### src/rtl/fpa_align_ctrl.sv
// FP adder alignment front end: unpack, magnitude-order, drive the right shifter
// and carry the larger operand in a latency-matched sideband. Option: ALIGN_STICKY_EN.
module fpa_align_ctrl #(
  parameter int SHIFT_LAT = 4
) (
  input  logic        clk,
  input  logic        rst_n,
  input  logic        in_valid,
  input  logic [31:0] in_a,
  input  logic [31:0] in_b,
  output logic [31:0] shf_x,
  output logic [4:0]  shf_s,
  output logic        shf_valid,
  output logic        al_valid,
  output logic [23:0] al_mant_l,
  output logic [7:0]  al_exp,
  output logic        al_sign,
  output logic        al_sub,
  output logic        al_sticky
);

  typedef struct packed {
    logic        sign;
    logic [7:0]  exp;
    logic        hid;
    logic [22:0] frac;
  } opnd_t;

  typedef struct packed {
    logic [23:0] mant;
    logic [7:0]  exp;
    logic        sign;
    logic        sub;
`ifdef ALIGN_STICKY_EN
    logic        sticky;
`endif
  } sb_t;

  // Denormals take effective exponent 1 with hidden bit 0.
  function automatic opnd_t unpack(input logic [31:0] f);
    opnd_t o;
    o.sign = f[31];
    o.hid  = |f[30:23];
    o.exp  = o.hid ? f[30:23] : 8'd1;
    o.frac = f[22:0];
    return o;
  endfunction

  // Stage U
  opnd_t ua_q, ub_q;
  logic  u_vld_q, u_age_q;

  always_ff @(posedge clk or negedge rst_n) begin
    if (!rst_n) begin
      ua_q    <= '0;
      ub_q    <= '0;
      u_vld_q <= 1'b0;
      u_age_q <= 1'b0;
    end else begin
      ua_q    <= unpack(in_a);
      ub_q    <= unpack(in_b);
      u_vld_q <= in_valid;
      u_age_q <= (in_a[30:0] >= in_b[30:0]);
    end
  end

  // Stage S combinational: swap, difference, shifter operands
  opnd_t       op_l, op_s;
  logic [7:0]  diff;
  logic        far;
  logic [31:0] shf_x_d;
  logic [4:0]  shf_s_d;
  sb_t         sb_d;

  always_comb begin
    op_l    = u_age_q ? ua_q : ub_q;
    op_s    = u_age_q ? ub_q : ua_q;
    diff    = op_l.exp - op_s.exp;
    far     = (diff > 8'd31);
    shf_x_d = far ? 32'd0 : {op_s.hid, op_s.frac, 8'd0};
    shf_s_d = far ? 5'd0  : diff[4:0];
    sb_d      = '0;
    sb_d.mant = {op_l.hid, op_l.frac};
    sb_d.exp  = op_l.exp;
    sb_d.sign = op_l.sign;
    sb_d.sub  = ua_q.sign ^ ub_q.sign;
`ifdef ALIGN_STICKY_EN
    // Mask of the bits the shifter drops; empty when the shift is zero.
    sb_d.sticky = far ? |{op_s.hid, op_s.frac}
                      : |(shf_x_d & ((32'd1 << shf_s_d) - 32'd1));
`endif
  end

  // Stage S register followed by SHIFT_LAT sideband stages
  logic [31:0]        shf_x_q;
  logic [4:0]         shf_s_q;
  logic [SHIFT_LAT:0] vld_pipe_q;
  sb_t                sb_q [SHIFT_LAT+1];

  always_ff @(posedge clk or negedge rst_n) begin
    if (!rst_n) begin
      shf_x_q    <= '0;
      shf_s_q    <= '0;
      vld_pipe_q <= '0;
      for (int i = 0; i <= SHIFT_LAT; i++) sb_q[i] <= '0;
    end else begin
      shf_x_q    <= shf_x_d;
      shf_s_q    <= shf_s_d;
      vld_pipe_q <= {vld_pipe_q[SHIFT_LAT-1:0], u_vld_q};
      sb_q[0]    <= sb_d;
      for (int i = 1; i <= SHIFT_LAT; i++) sb_q[i] <= sb_q[i-1];
    end
  end

  assign shf_x     = shf_x_q;
  assign shf_s     = shf_s_q;
  assign shf_valid = vld_pipe_q[0];
  assign al_valid  = vld_pipe_q[SHIFT_LAT];
  assign al_mant_l = sb_q[SHIFT_LAT].mant;
  assign al_exp    = sb_q[SHIFT_LAT].exp;
  assign al_sign   = sb_q[SHIFT_LAT].sign;
  assign al_sub    = sb_q[SHIFT_LAT].sub;
`ifdef ALIGN_STICKY_EN
  assign al_sticky = sb_q[SHIFT_LAT].sticky;
`else
  assign al_sticky = 1'b0;
`endif

endmodule

### config.mk
export PLATFORM = sky130hd
export DESIGN_NAME = fpa_align_ctrl
export DESIGN_NICKNAME = d
export VERILOG_FILES = /design/src/rtl/fpa_align_ctrl.sv
export SDC_FILE = /design/constraint.sdc
export NUM_CORES = 1
export LEC_CHECK = 0
export CORE_MARGIN = 2
export CORE_UTILIZATION = 53
export CTS_BUF_LIST = sky130_fd_sc_hd__clkbuf_4 sky130_fd_sc_hd__clkbuf_8 sky130_fd_sc_hd__clkbuf_16
export DETAILED_ROUTE_END_ITERATION = 10
export PLACE_DENSITY = 0.79
export SETUP_SLACK_MARGIN = 0.15
export SKIP_LAST_GASP = 1
export SLEW_MARGIN = 5
export SYNTH_ARGS = -nofsm -noshare
export SYNTH_HDL_FRONTEND = slang
export SYNTH_SLANG_ARGS = --single-unit
### constraint.sdc
create_clock -name clk -period 3.65 [get_ports clk]
set_input_delay 0.365 -clock clk [delete_from_list [all_inputs] [get_ports clk]]
set_output_delay 0.365 -clock clk [all_outputs]
set_load 0.03 [all_outputs]
-- Word-level counts from Yosys, hierarchy flattened
Cells that the tools add are included.
- $add $sub $neg: 1
- order comparisons: 2
- multiplexer cells: 6
- bitwise logic cells: 1
- reduce and logical (&&, ||, !) cells: 2
- operator list (operator ; count):
    $mux 32 ; 2
    $mux 33 ; 1
    $ge 31x31->1 ; 1
    $mux 8 ; 2
    $reduce_or 8->1 ; 2
    $gt 8x5->1 const B ; 1
    $sub 8x8->8 ; 1
    $mux 5 ; 1
    $xor 1x1->1 ; 1
- register bits: 280
- bits of input ports: 67
- output and inout port bits: 74
- word-level logic and storage cells: 45

-- Depth between registers and ports, before layout
- depth after elaboration: 4
- gate-level depth with buffers: 13
- mapped depth without buffers: 9

-- Least setup slack after synthesis
OpenSTA, ideal clock, no wires.
- path type: flip-flop to flip-flop
- start: register u_age_q
- end: register shf_s_q[2] (netlist: shf_s[2])
- arrival: 3140 ps
- data required time: 3521 ps
- slack: 381 ps
- cell stages (with the launch flop): 14
- path buffers: 4
- period minus slack after synthesis: 3269 ps
- cells stage by stage: dfrtp_1 buf_2 buf_1 mux2i_1 ha_1 inv_1 fa_1 a211oi_1 o21bai_1 a21oi_1 xnor2_1 buf_2 buf_2 nor3_2
- word-level cells in the longest chain between the ends: 4
- elaborated cells between the ends (all ways): 5
- ends and longest elaborated chain (item ; line ; source):
    from (decl) ; 51 ; logic u_vld_q, u_age_q;
    from (signal assigned) ; 63 ; u_age_q <= (in_a[30:0] >= in_b[30:0]);
    $mux 33 / $mux 32 (equally long branches) ; 76, 77 ;
    $sub 8x8->8 * ; 78 ; diff = op_l.exp - op_s.exp;
    $gt 8x5->1 ; 79 ; far = (diff > 8'd31);
    $mux 5 * ; 81 ; shf_s_d = far ? 5'd0 : diff[4:0];
    named net shf_s_d[2] ; 72 ; logic [4:0] shf_s_d;
    to (signal assigned) ; 108 ; shf_s_q <= shf_s_d;
    to (decl) ; 96 ; logic [4:0] shf_s_q;
The timed path passes the listed nets; every way through them passes the cells marked *.

-- Final worst setup path
- start: register u_age_q
- end: register shf_x_q[22] (netlist: shf_x[22])
- word-level cells in the longest chain between the ends: 4
- elaborated cells between the ends (all ways): 5
- ends and longest elaborated chain (item ; line ; source):
    $mux 33 / $mux 32 (equally long branches) ; 76, 77 ;
    $sub 8x8->8 ; 78 ;
    $gt 8x5->1 ; 79 ;
    $mux 32 * ; 80 ; shf_x_d = far ? 32'd0 : {op_s.hid, op_s.frac, 8'd0};
    named net shf_x_d[22] ; 71 ; logic [31:0] shf_x_d;
    to (signal assigned) ; 102 ; shf_x_q <= '0;
    to (signal assigned) ; 107 ; shf_x_q <= shf_x_d;
    to (decl) ; 95 ; logic [31:0] shf_x_q;
Marks and branches as above.

==> results.yml <==
synthesis:
  yosys.cell_types.count: 42
  synth_top_area_share_pct: 73.5
  avgSynthCellArea_um2: 15.7
  synth_edf_count: 0
  synth_cells: 590
  netlist_area_um2: 9260
  synth_warnings: 0
  synth_top_area_cell: "dfrtp_1"
  synth_most_common_cell: "dfrtp_1"
  ys_ff_latch: 272
  synthTopCellsByArea: "dfrtp_1, ha_1, mux2_2"
  synth_commonest_cells: "dfrtp_1, buf_4, ha_1"
  ys_seq_area_share_pct: 73.5
  synth_flop_cell: "dfrtp_1"
  ys_async_sr_fraction_pct: 100
die:
  core_area_um2: 17200
  initial_utilization_pct: 53.9
  die_x_um: 136
  die_h_um: 136
  rows: 48
  dieArea_um2: 18600
  ios: 141
power:
  clkPwrFrac_pct: 38.2
  p_sw_share_pct: 24.1
  power.density_nw_per_um2: 627
  power_switching_w: 0.00173
  power_frac_comb_pct: 14.2
  p_leak_nw: 5.20
  pwr-share-seq_pct: 47.5
  vdd_ir_drop_max_v: 0.000320
  p_int_w: 0.00547
timing:
  finalSetupViolCount: 0
  max_slew_margin_pct: 22.0
  tns_ns: 0
  slew_viol_final: 0
  max_freq_ghz: 0.310
  fin_crit_sh_pct: 88.4
  finClkSkew_ns: 0.0125
  worst_pin_slew_ns: 1.14
  fin_crit_ns: 3.23
  finalHoldViolCount: 0
  grt_setup_unrepaired: "false"
cts:
  clkLatencyLatePin_ns: 0.50
  root_buffer: "clkbuf_16"
  path_clk_slew_ns: 0.06
  cts_setup_buffers: 0
  cts_buffer_depth: 3
  cts_inserted_buffers: 25
  clock_sinks: 272
  cts_tree: "yes"
  htree_levels: 1
final_layout:
  antenna_cells: 0
  drive_gt1_share_pct: 14.7
  area_delta_synth_final_pct: 24.0
  final_cells: 939
  layout.nets: 803
detailed_routing:
  drc_errors: 0
  postRouteAntennaNets: 0
  firstDrtPassIters: 4
  avgViaCountPerCell: 4.94
  drtIter0Drc: 175
  wl_per_cell_um: 16.9
  via_count: 4642
  routed_wl_mm: 15.9
place:
  routabilityCongestion: 0.847
  dp_hpwl_mm: 11.1
  post-place-cells: 894
  port_buffers: 131
setup_path:
  cp_top_family: "compound AO/OA/AOI/OAI gates"
  worstPathCellList: "mux2i_1 -> ha_1 -> inv_1 -> fa_1 -> a211oi_1 -> o21bai_1 -> a21oi_2 -> xnor2_4 -> buf_4 -> nor3_1"
  path_class: "reg2reg"
  worst-path-max-fanout: 20
  start_kind: "register"
  critPathSlowestCell: "dfrtp_4"
  max_stage_delay_ns: 0.59
  required_ns: 4.04
  cp-end-kind: "register"
  cp.buffers_inverters: 2
  cp.arrival_ns: 3.62
grt:
  gr-usage-all-layers_pct: 17.8
  antenna_found_initial: 0
  grt_pass1_wl_mm: 25.4
  grt_pass1_vias: 5062
  global_route.overflow_total: 0
  grt_max_degree: 100
flow_run:
  maxCapViolations: 0
hold_path:
  worstHoldPathType: "in2reg"
status:
  status: "finished clean"
==> metal layers <==
layer / vias to the layer above / part of all wire (%) / global-route usage, %
met1: 2326 / 40 / 22.1
met2: 148 / 52 / 31.7
met3: 40 / 4.9 / 2.91
met4: 0 / 3.0 / 6.54
met5: - / 0 / 0
li1: 2128 / - / -
==> placed cells by master (no fill, tap or decap), drive strengths merged, types with 2 or more instances in the layout <==
cell           synthesis  layout
dfrtp                272     272
clkdlybuf4s50          0     130
ha                    38      38
clkbuf                17      37
inv                   35      35
mux2                  34      34
mux2i                 31      31
nor3                  28      28
a21oi                 10      10
conb                   1       9
buf                   51       9
nand2                  8       8
a211oi                 7       7
nor4                   7       7
nand4                  7       7
nor2                   6       6
o21ai                  5       5
nand3                  4       4
bufinv                 0       4
xnor2                  3       3
nor2b                  2       2
o21a                   2       2
o31a                   2       2
xor2                   2       2
or2                    2       2
a21o                   2       2
clkinv                 0       2
nor3b                  2       2
==> timing repair <==
item,CTS,global route
endpoints found under the hold margin,96,0
hold buffers,1,0
gates resized for setup,0,2
setup endpoints to repair,0,3
==> power by group through the flow <==
stage          logic (W)  registers (W)  clock network [W]
6_report         0.00102        0.00342            0.00275
3_3_place_gp    0.000981        0.00346                  0
3_5_place_dp     0.00102        0.00348                  0
2_1_floorplan   0.000546        0.00353                  0
4_1_cts          0.00102        0.00343            0.00281
5_1_grt          0.00110        0.00345            0.00293
==> flip-flops by register name, summed over array words and instances, names as in the netlist <==
register,cells
al_exp,8
shf_x,24
al_mant_l,24
u_age_q,1
u_vld_q,1
shf_s,5
ua_q,33
sb_q,136
ub_q,33
al_sub,1
al_sign,1
vld_pipe_q,5
==> cells by family after synthesis <==
group | share of synthesized area [%]
AND/OR/NAND/NOR | 4.69
AO/OA/AOI/OAI | 2.43
buffers and inverters | 6.05
adder cells (fa/ha/maj) | 5.35
multiplexers | 7.48
flip-flops | 73.5
other | 0.0405
XOR/XNOR | 0.473
==> area by class of cell <==
class / instances / area, um^2
Fill cell: 1152 / 5690
Inverter: 35 / 131
Clock inverter: 7 / 138
Clock buffer: 37 / 766
Sequential cell: 272 / 6810
Timing Repair Buffer: 140 / 1400
Multi-Input combinational cell: 223 / 1960
Tap cell: 225 / 282
==> metrics by stage <==
step	hold WS, ns	setup WS, ns	util [%]	total power, W	instance area (um^2)
after floorplan	0.0694	0.381	-	0.00408	9290
after global placement	0.331	0.434	61.5	0.00444	10600
after detailed placement	0.335	0.351	61.5	0.00450	10600
after CTS	0.282	0.318	66.8	0.00726	11500
after global routing	0.300	0.228	66.9	0.00748	11500
final	0.296	0.422	66.9	0.00720	11500
==> worst paths after layout <==
path,depth (start not counted),start,end,slack (ns)
min,1,in_a[31],ua_q[32]$_DFF_PN0_,0.30
max reg2reg,10,u_age_q$_DFF_PN0_,shf_x[22]$_DFF_PN0_,0.42
min reg2reg,0,sb_q[108]$_DFF_PN0_,sb_q[74]$_DFF_PN0_,0.34
min in group asynchronous,2,rst_n,u_age_q$_DFF_PN0_,0.46
max in group asynchronous,3,rst_n,ua_q[21]$_DFF_PN0_,2.14
max,10,u_age_q$_DFF_PN0_,shf_x[22]$_DFF_PN0_,0.42
(Power assumes the default switching activity.)
